### src/rtl/pipe_ctrl.sv
// Pipeline control for the 5-stage core: combinational stall/flush steering,
// post-flush recovery FSM, EX-stall watchdog and saturating statistics.
module pipe_ctrl #(
  parameter int MAX_EX_STALL = 64,
  parameter int CNT_W        = 32
) (
  input  logic             clk,
  input  logic             rst,
  input  logic             stallreq_id,
  input  logic             stallreq_ex,
  input  logic             flush_req,
  input  logic [31:0]      flush_pc,
  output logic [5:0]       stall,
  output logic             flush,
  output logic [31:0]      new_pc,
  output logic             ex_busy,
  output logic             timeout_err,
  output logic [CNT_W-1:0] stall_cycles,
  output logic [CNT_W-1:0] flush_count
);

  localparam int EW_W = $clog2(MAX_EX_STALL) + 1;
  localparam logic [EW_W-1:0] EX_LIMIT = EW_W'(MAX_EX_STALL - 1);

  localparam logic [5:0] HOLD_EX = 6'b001111;
  localparam logic [5:0] HOLD_ID = 6'b000111;

  typedef enum logic [1:0] {RUN, EX_WAIT, FLUSH} state_t;

  state_t          state, state_nxt;
  logic [EW_W-1:0] ex_wait;
  logic            ex_count;

  assign ex_count = stallreq_ex & ~flush_req;

  always_ff @(posedge clk) begin
    if (rst) begin
      state   <= RUN;
      ex_busy <= 1'b0;
    end else begin
      state   <= state_nxt;
      ex_busy <= (state_nxt == EX_WAIT);
    end
  end

  always_comb begin
    state_nxt = state;
    stall     = '0;
    flush     = 1'b0;
    new_pc    = '0;

    if (flush_req) begin
      state_nxt = FLUSH;
    end else begin
      unique case (state)
        RUN:     if (stallreq_ex) state_nxt = EX_WAIT;
        EX_WAIT: if (!stallreq_ex) state_nxt = RUN;
        FLUSH:   state_nxt = stallreq_ex ? EX_WAIT : RUN;
        default: state_nxt = RUN;
      endcase
    end

    // In FLUSH the ID slot holds a killed instruction, so its hazard is moot.
    if (!rst) begin
      if (flush_req) begin
        flush  = 1'b1;
        new_pc = flush_pc;
      end else if (stallreq_ex) begin
        stall = HOLD_EX;
      end else if (stallreq_id && state != FLUSH) begin
        stall = HOLD_ID;
      end
    end
  end

  // Watchdog only flags; it never overrides the stall request.
  always_ff @(posedge clk) begin
    if (rst) begin
      ex_wait     <= '0;
      timeout_err <= 1'b0;
    end else if (ex_count) begin
      if (ex_wait == EX_LIMIT) timeout_err <= 1'b1;
      if (ex_wait != '1) ex_wait <= ex_wait + 1'b1;
    end else begin
      ex_wait <= '0;
    end
  end

  always_ff @(posedge clk) begin
    if (rst) begin
      stall_cycles <= '0;
      flush_count  <= '0;
    end else begin
      if (stall != '0 && stall_cycles != '1) stall_cycles <= stall_cycles + 1'b1;
      if (flush && flush_count != '1) flush_count <= flush_count + 1'b1;
    end
  end

endmodule
### config.mk
export PLATFORM = sky130hd
export DESIGN_NAME = pipe_ctrl
export DESIGN_NICKNAME = d
export VERILOG_FILES = /design/src/rtl/pipe_ctrl.sv
export SDC_FILE = /design/constraint.sdc
export NUM_CORES = 1
export LEC_CHECK = 0
export CORE_ASPECT_RATIO = 1.25
export CORE_MARGIN = 1
export CORE_UTILIZATION = 41
export DETAILED_ROUTE_END_ITERATION = 12
export HOLD_SLACK_MARGIN = 0.02
export PLACE_DENSITY = 0.74
export SYNTH_ARGS = -nofsm -noshare
export SYNTH_HDL_FRONTEND = slang
export SYNTH_SLANG_ARGS = --single-unit
export TNS_END_PERCENT = 30
### constraint.sdc
create_clock -name clk -period 2.5 [get_ports clk]
set_clock_uncertainty 0.15 [all_clocks]
set_input_delay 0.5 -clock clk [delete_from_list [all_inputs] [get_ports clk]]
set_output_delay 0.5 -clock clk [all_outputs]
set_load 0.01 [all_outputs]
# Word level (Yosys, flattened, before mapping)

Index checks and enable logic that the tools add are counted.

Input bits: 37
Logic and storage cells: 40
Register bits after elaboration: 75

Bitwise gates (word level): 3
Equal/unequal tests: 8
Mux-type cells: 13
Add/sub/neg operators: 3
Reductions and logical operators: 7

Operator list:

| cell                  | number |
|---|---|
| $add 32x1->32 const B | 2 |
| $mux 32               | 2 |
| $ne 32x32->1 const B  | 2 |
| $mux 4                | 3 |
| $add 7x1->7 const B   | 1 |
| $eq 7x6->1 const B    | 1 |
| $ne 7x7->1 const B    | 1 |
| $mux 2                | 3 |
| $pmux 2 s3            | 1 |
| $reduce_bool 6->1     | 1 |
| $eq 2x1->1 const B    | 2 |
| $logic_and 1x1->1     | 3 |
| $mux 1                | 3 |
| $mux 3                | 1 |
| $eq 2x2->1 const B    | 1 |
| $logic_not 2->1       | 1 |
| $ne 2x2->1 const B    | 1 |
| $not 1->1             | 2 |
| $reduce_and 2->1      | 1 |
| $reduce_or 2->1       | 1 |
| $and 1x1->1           | 1 |

# Longest topological paths before layout

Gate-level depths: netlist (run 1).

Depth in word-level cells: 8
Mapped depth: 8
Gate-level depth less buffers: 7

# Least setup slack after synthesis (run 1)

No wires, ideal clock.

Kind: in2reg
Start: in flush_req
End: reg stall_cycles[15]
Arrival time: 2157 ps
Library setup time: 70 ps
Stages: 7
Buffers on the path: 3
Slack: 122 ps
Cells stage by stage: buf_6 > or4_4 > buf_6 > a311o_1 > buf_2 > or3_1 > a21oi_1

Cells in the longest elaborated chain, start to end: 4

RTL lines:

| what                 | RTL line | source |
|---|---|---|
| start, declared      | 11       | `input logic flush_req,` |
| $mux 4               | 65       | `if (flush_req) begin` |
| $mux 4               | 64       | `if (!rst) begin` |
| $reduce_bool 6->1    | 94       | `if (stall != '0 && stall_cycles != '1) stall_cycles <= stall_cycles + 1'b1;` |
| $logic_and 1x1->1    | 94       |  |
| end signal, assigned | 94       |  |
| end, declared        | 18       | `output logic [CNT_W-1:0] stall_cycles,` |

Every way passes these cells.
A chain may end at the register's enable or synchronous reset.

# Worst setup path after layout (run 1)

Start: reg stall_cycles[3]
End: reg stall_cycles[27]

Cells in the longest elaborated chain, start to end: 2

RTL lines:

| what |
|---|
| parallel branches: the longest is 2 deep, another holds $add 32x1->32 |

Several ways; the timed one is not identified.

==> results.sh, run 1 <==
export IMPL_worst_setup_slack_for_register_to_register_paths_ps=110
export IMPL_pre_cts_setup_slack_ps=-403
export IMPL_holdPathStages=2
export IMPL_number_of_max_slew_violations_in_the_final_report=0
export IMPL_synth_enable_flop_cells=0
export IMPL_synth_warnings=0
export IMPL_yosysSeqAreaShare_pct=37.4
export IMPL_status="finished with violations"
export IMPL_io_pins=142
export IMPL_place_hpwl_um=8530
export IMPL_vdd_ir_drop_worst_mv=0.352
export IMPL_floorplan_rows=40
export IMPL_grt_start_max_net_pins=53
export IMPL_finalHoldViolCount=0
export IMPL_globalRouteMet1Util_pct=26.7
export IMPL_drive_above_1_share_pct=14.4
export IMPL_track_usage_pct=22.8
export IMPL_detail_route_vias_per_cell=5.46
export IMPL_worstRegToRegCells=6
export IMPL_async_flop_share_pct=0
export IMPL_insertedDiodeCount=0
export IMPL_post_route_drc_count=1
export IMPL_floorplan_die_area_um2=10200
export IMPL_finish_net_count=696
export IMPL_global_route_usage_met3_pct=3.73
export IMPL_port_buffers=139
export IMPL_synth_area_um2=4020
export IMPL_drt_iter0_markers=210
export IMPL_critPathTopFamily="simple AND/OR/NAND/NOR gates"
export IMPL_cts_htree_levels=3
export IMPL_syn_to_final_growth_pct=53.8
export IMPL_worst_path_fanout_max=6
export IMPL_worst_setup_path_start_kind="flop"
export IMPL_antenna_found_initial=0
export IMPL_synthesis_instances=486
export IMPL_timing_critical_path_arrival_ps=2500
export IMPL_ctsRootBufferMaster="sky130_fd_sc_hd__clkbuf_16"
export IMPL_static_leakage_power_nw=2.32
export IMPL_critical_path_class="flop to flop"
export IMPL_groute_layer_met2_usage_pct=40.6
export IMPL_max_cap_violations=0
export IMPL_holdCritStartpoint="rst"
export IMPL_ys_seq_elements=75
export IMPL_most_common_cell_after_layout_fill_and_taps_aside="sky130_fd_sc_hd__clkdlybuf4s50_1"
export IMPL_tritoncts_num_sinks=75
export IMPL_power_density_nw_per_um2=452
export IMPL_dpl_cell_area_um2=5740
export IMPL_numCtsBuffers=9
export IMPL_hold_slack_ps=251
export IMPL_most_used_cells_in_the_layout_excluding_fill_and_tap_cells="sky130_fd_sc_hd__clkdlybuf4s50_1, sky130_fd_sc_hd__dfxtp_1, sky130_fd_sc_hd__nor2_1"
export IMPL_yosys_most_used_dff="sky130_fd_sc_hd__dfxtp_1"
export IMPL_clock_path_buffers=2
export IMPL_r2r_start="stall_cycles[3]"
export IMPL_biggest_cell_delay_along_the_critical_path_ps=410
export IMPL_cts_clk_slew_worst_paths_ps=60
export IMPL_final_cell_count_no_fill=786
export IMPL_hold_class="input pin to flop"
export IMPL_violations="DRC"
export IMPL_r2r_end="stall_cycles[27]"
export IMPL_gpl_final_weighted_congestion=0.819
export IMPL_chipHeight_um=113
export IMPL_worst_slack_ps=108
export IMPL_setup_worst_path_end_class="flop"
export IMPL_clock_tree_from_tritoncts="done"
export IMPL_count_of_nets_left_with_antenna_violations_after_detail_routing=0
export IMPL_vias=4292
export IMPL_number_of_global_route_vias_before_repair=3945
export IMPL_crit_path_top_delay_cell="sky130_fd_sc_hd__dfxtp_1"
export IMPL_stdcell_area_um2=6180
export IMPL_post_drt_wl_per_cell_um=15.6
export IMPL_holdPathEnd="timeout_err"
export IMPL_global_route_peak_usage_layer="met2"
export IMPL_globalRouteOverflowTotal=0
export IMPL_coreArea_um2=9560
export IMPL_starting_density_pct=42.0
export IMPL_grt_pass1_wl_um=19000
export IMPL_max_slew_margin_rel_pct=62.8
export IMPL_critical_path_cell_count=6
export IMPL_report_final_setup_viol=0
export IMPL_finalCritPeriodShare_pct=95.7
export IMPL_worst_skew_pair_late_latency_ps=330
export IMPL_chipWidth_um=90.5
export IMPL_netlist_cell_type_count=52
export IMPL_drtPass1Iterations=8
export IMPL_critical_path_cell_chain="and4_1 -> or3b_1 -> a311o_2 -> clkbuf_16 -> or3_1 -> a21oi_1"
export IMPL_buffer_and_inverter_count_on_the_worst_path=1
export IMPL_avgSynthCellArea_um2=8.27
export IMPL_worst_slew_pin_transition_ps=558
export IMPL_dp_cells=763
export IMPL_achievable_frequency_mhz=418
export IMPL_period_needed_ps=2390
export IMPL_crit_path_required_time_ps=2600
export IMPL_routed_wl_um=12300
timing repair:
action	4_1_cts	5_1_grt
setup endpoints to repair	38	56
pin swaps	1	5
hold buffers	0	0
gates resized for setup	53	20
gates cloned	0	3
buffers inserted	2	3
synthesized netlist by cell type, types with 5 or more instances:
cell type / number / share of area [%]
sky130_fd_sc_hd__dfxtp_1: 75 / 37
sky130_fd_sc_hd__or3_1: 24 / 3.7
sky130_fd_sc_hd__nor2_1: 43 / 4.0
sky130_fd_sc_hd__nand3_1: 26 / 3.2
sky130_fd_sc_hd__nor2b_1: 6 / 0.93
sky130_fd_sc_hd__clkbuf_1: 17 / 1.6
sky130_fd_sc_hd__o31ai_1: 7 / 1.3
sky130_fd_sc_hd__or4_1: 12 / 2.2
sky130_fd_sc_hd__and3_1: 10 / 1.6
sky130_fd_sc_hd__buf_4: 5 / 0.93
sky130_fd_sc_hd__nor3_1: 5 / 0.62
sky130_fd_sc_hd__o21ai_0: 24 / 3.0
sky130_fd_sc_hd__mux2_2: 6 / 1.7
sky130_fd_sc_hd__and2_1: 36 / 5.6
sky130_fd_sc_hd__and4_1: 8 / 1.7
sky130_fd_sc_hd__nand2_1: 25 / 2.3
sky130_fd_sc_hd__a21oi_1: 32 / 4.0
sky130_fd_sc_hd__xor2_1: 10 / 2.2
sky130_fd_sc_hd__xnor2_1: 11 / 2.4
sky130_fd_sc_hd__nor4_1: 5 / 0.78
sky130_fd_sc_hd__nand4_1: 26 / 4.0
sky130_fd_sc_hd__o211ai_1: 5 / 0.93
sky130_fd_sc_hd__inv_1: 10 / 0.93
sequential cells by signal, indices dropped and copies added, names as in the netlist:
signal / flops
ex_busy: 1
timeout_err: 1
stall_cycles: 32
ex_wait: 7
flush_count: 32
state: 2
layout make-up:
type	instances	area, um2
multi-input combinational	374	2400
clock buffer	10	229
tap	126	158
timing repair buffer	185	1770
sequential	75	1500
clock inverter	5	78.8
fill	814	3380
inverter	11	43.8
worst reg2reg max path: cells and delay by family, from the launching register on:
family	cells	cell delay [ps]
AO/OA/AOI/OAI	2	560
flip-flops	1	410
AND/OR/NAND/NOR	3	1010
buffers and inverters	1	190
report_power, final:
group	leakage (nW)	switching, mW	internal, mW	total (mW)
logic	1.56	0.103	0.134	0.237
registers	0.605	0.0109	1.21	1.22
clock network	0.152	0.477	0.866	1.34
total	2.32	0.591	2.21	2.80
logic make-up (layout without fill, tap and decap cells):
logic type               Yosys count  in the layout  share of synthesized area [%]
multiplexers                      10             10                           2.68
AND/OR/NAND/NOR                  244            244                           35.2
adder cells (fa/ha/maj)            3              3                          0.934
other                              1              2                         0.0933
AO/OA/AOI/OAI                     94             94                           14.7
XOR/XNOR                          21             21                           4.58
flip-flops                        75             75                           37.4
buffers and inverters             38            211                           4.48
through the flow:
step	utilization (%)	power [mW]	TNS (ps)
floorplan	-	1.34	0
detailed placement	60.0	1.48	-17240
CTS	63.0	2.82	-21.7
global route	64.6	2.89	-41.1
global placement	60.0	1.48	-14280
finish	64.6	2.80	0
worst max-delay path by stage:
stage | startpoint | to | slack (ps)
4_1_cts | stallreq_id | stall_cycles[20] | -10
5_1_grt | stall_cycles[1] | stall_cycles[1] | -30
6_report | stall_cycles[3] | stall_cycles[27] | 110
3_5_place_dp | stallreq_ex | stall[1] | -400
2_1_floorplan | flush_req | stall_cycles[15] | 120
3_3_place_gp | stallreq_ex | stall[0] | -370
metal layers:
layer,vias up,part of all wire (%)
met3,31,4.1
li1,2128,-
met4,0,3.4
met5,-,0
met2,123,51
met1,2010,42
(Power assumes the default switching activity.)
==> inputs of run 2 (changes only) <==
--- a/config.mk
+++ b/config.mk
@@ -7,10 +7,10 @@
 export LEC_CHECK = 0
 export CORE_ASPECT_RATIO = 1.25
 export CORE_MARGIN = 1
-export CORE_UTILIZATION = 41
+export CORE_UTILIZATION = 40
 export DETAILED_ROUTE_END_ITERATION = 12
 export HOLD_SLACK_MARGIN = 0.02
-export PLACE_DENSITY = 0.74
+export PLACE_DENSITY = 0.72
 export SYNTH_ARGS = -nofsm -noshare
 export SYNTH_HDL_FRONTEND = slang
 export SYNTH_SLANG_ARGS = --single-unit
==> run 2 against run 1 <==
Against the previous run:
- setup slack gained 2.0 ps
- the flow now finishes without violations
- clock power fell by 4%
- global-route usage up 1.1 points
- largest power group unchanged
- critical endpoint is now stall_cycles[15]
==> results.sh, run 2 (synthesis gave the netlist of run 1 again) <==
export IMPL_drt_iter0_markers=132
export IMPL_chipHeight_um=114
export IMPL_vias=4335
export IMPL_antenna_found_initial=0
export IMPL_cellInternalPower_mw=2.14
export IMPL_wl_met3_um=760
export IMPL_globalRouteOverflowTotal=0
export IMPL_static_leakage_power_nw=2.21
export IMPL_cts_hold_buffers=0
export IMPL_finalHoldViolCount=0
export IMPL_place_hpwl_um=8900
export IMPL_achievable_frequency_mhz=418
export IMPL_power_share_switching_pct=22.0
export IMPL_largest_registers="flush_count (32), stall_cycles (32), ex_wait (7)"
export IMPL_setup_worst_path_end_class="flop"
export IMPL_post_route_drc_count=0
export IMPL_floorplan_rows=40
export IMPL_drt_met1_wl_um=4670
export IMPL_crit_path_required_time_ps=2610
export IMPL_worst_slew_pin_transition_ps=885
export IMPL_chipWidth_um=91.6
export IMPL_clock_path_buffers=2
export IMPL_hold_class="input pin to flop"
export IMPL_coreArea_um2=9710
export IMPL_syn_to_final_growth_pct=52.7
export IMPL_clock_tree_from_tritoncts="done"
export IMPL_insertedDiodeCount=0
export IMPL_power_density_nw_per_um2=446
export IMPL_track_usage_pct=23.9
export IMPL_numCtsBuffers=9
export IMPL_detail_route_vias_per_cell=5.51
export IMPL_period_needed_ps=2390
export IMPL_worst_path_fanout_max=6
export IMPL_share_clk_of_total_power_pct=46.6
export IMPL_grt_setup_unrepaired="yes"
export IMPL_floorplan_die_area_um2=10500
export IMPL_finish_net_count=696
export IMPL_port_buffers=139
export IMPL_ctsRootBufferMaster="sky130_fd_sc_hd__clkbuf_16"
export IMPL_report_final_setup_viol=0
export IMPL_seqPwrFrac_pct=44.4
export IMPL_critical_path_class="input pin to flop"
export IMPL_number_of_max_slew_violations_in_the_final_report=0
export IMPL_most_common_cell_after_layout_fill_and_taps_aside="sky130_fd_sc_hd__clkdlybuf4s50_1"
export IMPL_number_of_global_route_vias_before_repair=4292
export IMPL_p_sw_mw=0.601
export IMPL_grt_pass1_wl_um=20000
export IMPL_cts_clk_slew_worst_paths_ps=60
export IMPL_nFillCells=838
export IMPL_routed_wl_um=12100
export IMPL_drive_above_1_share_pct=18.8
export IMPL_worst_setup_path_start_kind="input pin"
export IMPL_vdd_ir_drop_worst_mv=0.352
export IMPL_tritoncts_num_sinks=75
export IMPL_top_layer_used="met4"
export IMPL_max_slew_margin_rel_pct=40.5
export IMPL_starting_density_pct=41.4
export IMPL_post_drt_wl_per_cell_um=15.4
export IMPL_grt_start_max_net_pins=52
export IMPL_finalSetupTns_ps=0
export IMPL_wl_met2_um=6400
export IMPL_cts_htree_levels=3
export IMPL_max_cap_violations=0
export IMPL_count_of_nets_left_with_antenna_violations_after_detail_routing=0
export IMPL_drtPass1Iterations=4
export IMPL_io_pins=142
export IMPL_power_frac_comb_pct=9.0
export IMPL_utilization_after_layout_pct=63.2
export IMPL_gpl_final_weighted_congestion=0.889
export IMPL_timing_critical_path_arrival_ps=2500
export IMPL_worst_skew_pair_late_latency_ps=330
export IMPL_hold_slack_ps=238
export IMPL_status="finished, final reports clean"
export IMPL_most_used_cells_in_the_layout_excluding_fill_and_tap_cells="sky130_fd_sc_hd__clkdlybuf4s50_1, sky130_fd_sc_hd__dfxtp_1, sky130_fd_sc_hd__nor2_1"
export IMPL_finalCritPeriodShare_pct=95.6
[run 2: cell types whose count changed in the layout (fill, tap and decap cells not counted), sizes merged]
cell / change
dlygate4sd2: -23
clkdlybuf4s15: +17
buf: +7
clkbuf: -2
clkinv: +2
bufbuf: +1
bufinv: -1
[run 2: metal layers]
| layer | vias up | GRT usage [%] |
|---|---|---|
| met2 | 160 | 44.4 |
| met4 | 0 | 10.6 |
| met1 | 2020 | 25.3 |
| met3 | 20 | 5.98 |
| met5 | - | 0 |
| li1 | 2135 | - |
[run 2: final timing paths]
path	from	end	slack (ps)	depth (start not counted)
hold / removal	rst	timeout_err	240	2
hold reg to reg	state[1]	ex_busy	300	1
setup / recovery	stallreq_ex	stall_cycles[15]	110	8
setup reg to reg	stall_cycles[6]	stall_cycles[20]	130	5
[run 2: area by class of cell]
class	count	area, um2	share of cell area, %
clock buffer	10	239	3.90
clock inverter	6	55.1	0.898
inverter	11	43.8	0.714
multi-input combinational	374	2380	38.8
sequential	75	1500	24.5
tap	126	158	2.57
timing repair buffer	185	1760	28.7
[run 2: what timing repair did]
item                       4_1_cts  5_1_grt
pin swaps                        1       11
gates resized for setup        116       17
setup buffers                    3        2
gates cloned                     1        1
setup endpoints to repair       38       52
[run 2: metrics by stage]
step	instances	total power, mW	instance area (um2)	worst slack (ps)
floorplan	487	1.34	4020	122
global placement	764	1.49	5730	-390
detailed placement	764	1.49	5730	-406
CTS	784	2.77	6070	-72.2
global route	787	2.83	6130	-13.5
finish	787	2.74	6130	109
[run 2: power by group through the flow]
stage	clock network [mW]	logic (mW)	registers [mW]
after floorplan	0	0.0936	1.24
after global placement	0	0.244	1.24
after detailed placement	0	0.246	1.24
after CTS	1.30	0.248	1.22
after global routing	1.35	0.267	1.22
final	1.28	0.247	1.22
[run 2: worst max-delay path, cell delays in order]
cell and delay, ps:
sky130_fd_sc_hd__dlygate4sd2_1 240, sky130_fd_sc_hd__nor2_1 60, sky130_fd_sc_hd__or4_4 530, sky130_fd_sc_hd__buf_6 160, sky130_fd_sc_hd__a311o_1 380, sky130_fd_sc_hd__buf_6 160, sky130_fd_sc_hd__or3_4 360, sky130_fd_sc_hd__a21oi_2 120
==> inputs of run 3 (changes only) <==
--- a/config.mk
+++ b/config.mk
@@ -9,6 +9,7 @@
 export CORE_MARGIN = 1
 export CORE_UTILIZATION = 40
 export DETAILED_ROUTE_END_ITERATION = 12
+export GPL_ROUTABILITY_DRIVEN = 1
 export HOLD_SLACK_MARGIN = 0.02
 export PLACE_DENSITY = 0.72
 export SYNTH_ARGS = -nofsm -noshare
==> results of run 3 <==
No change in the layout: final DEF, timing and power equal those of run 2.
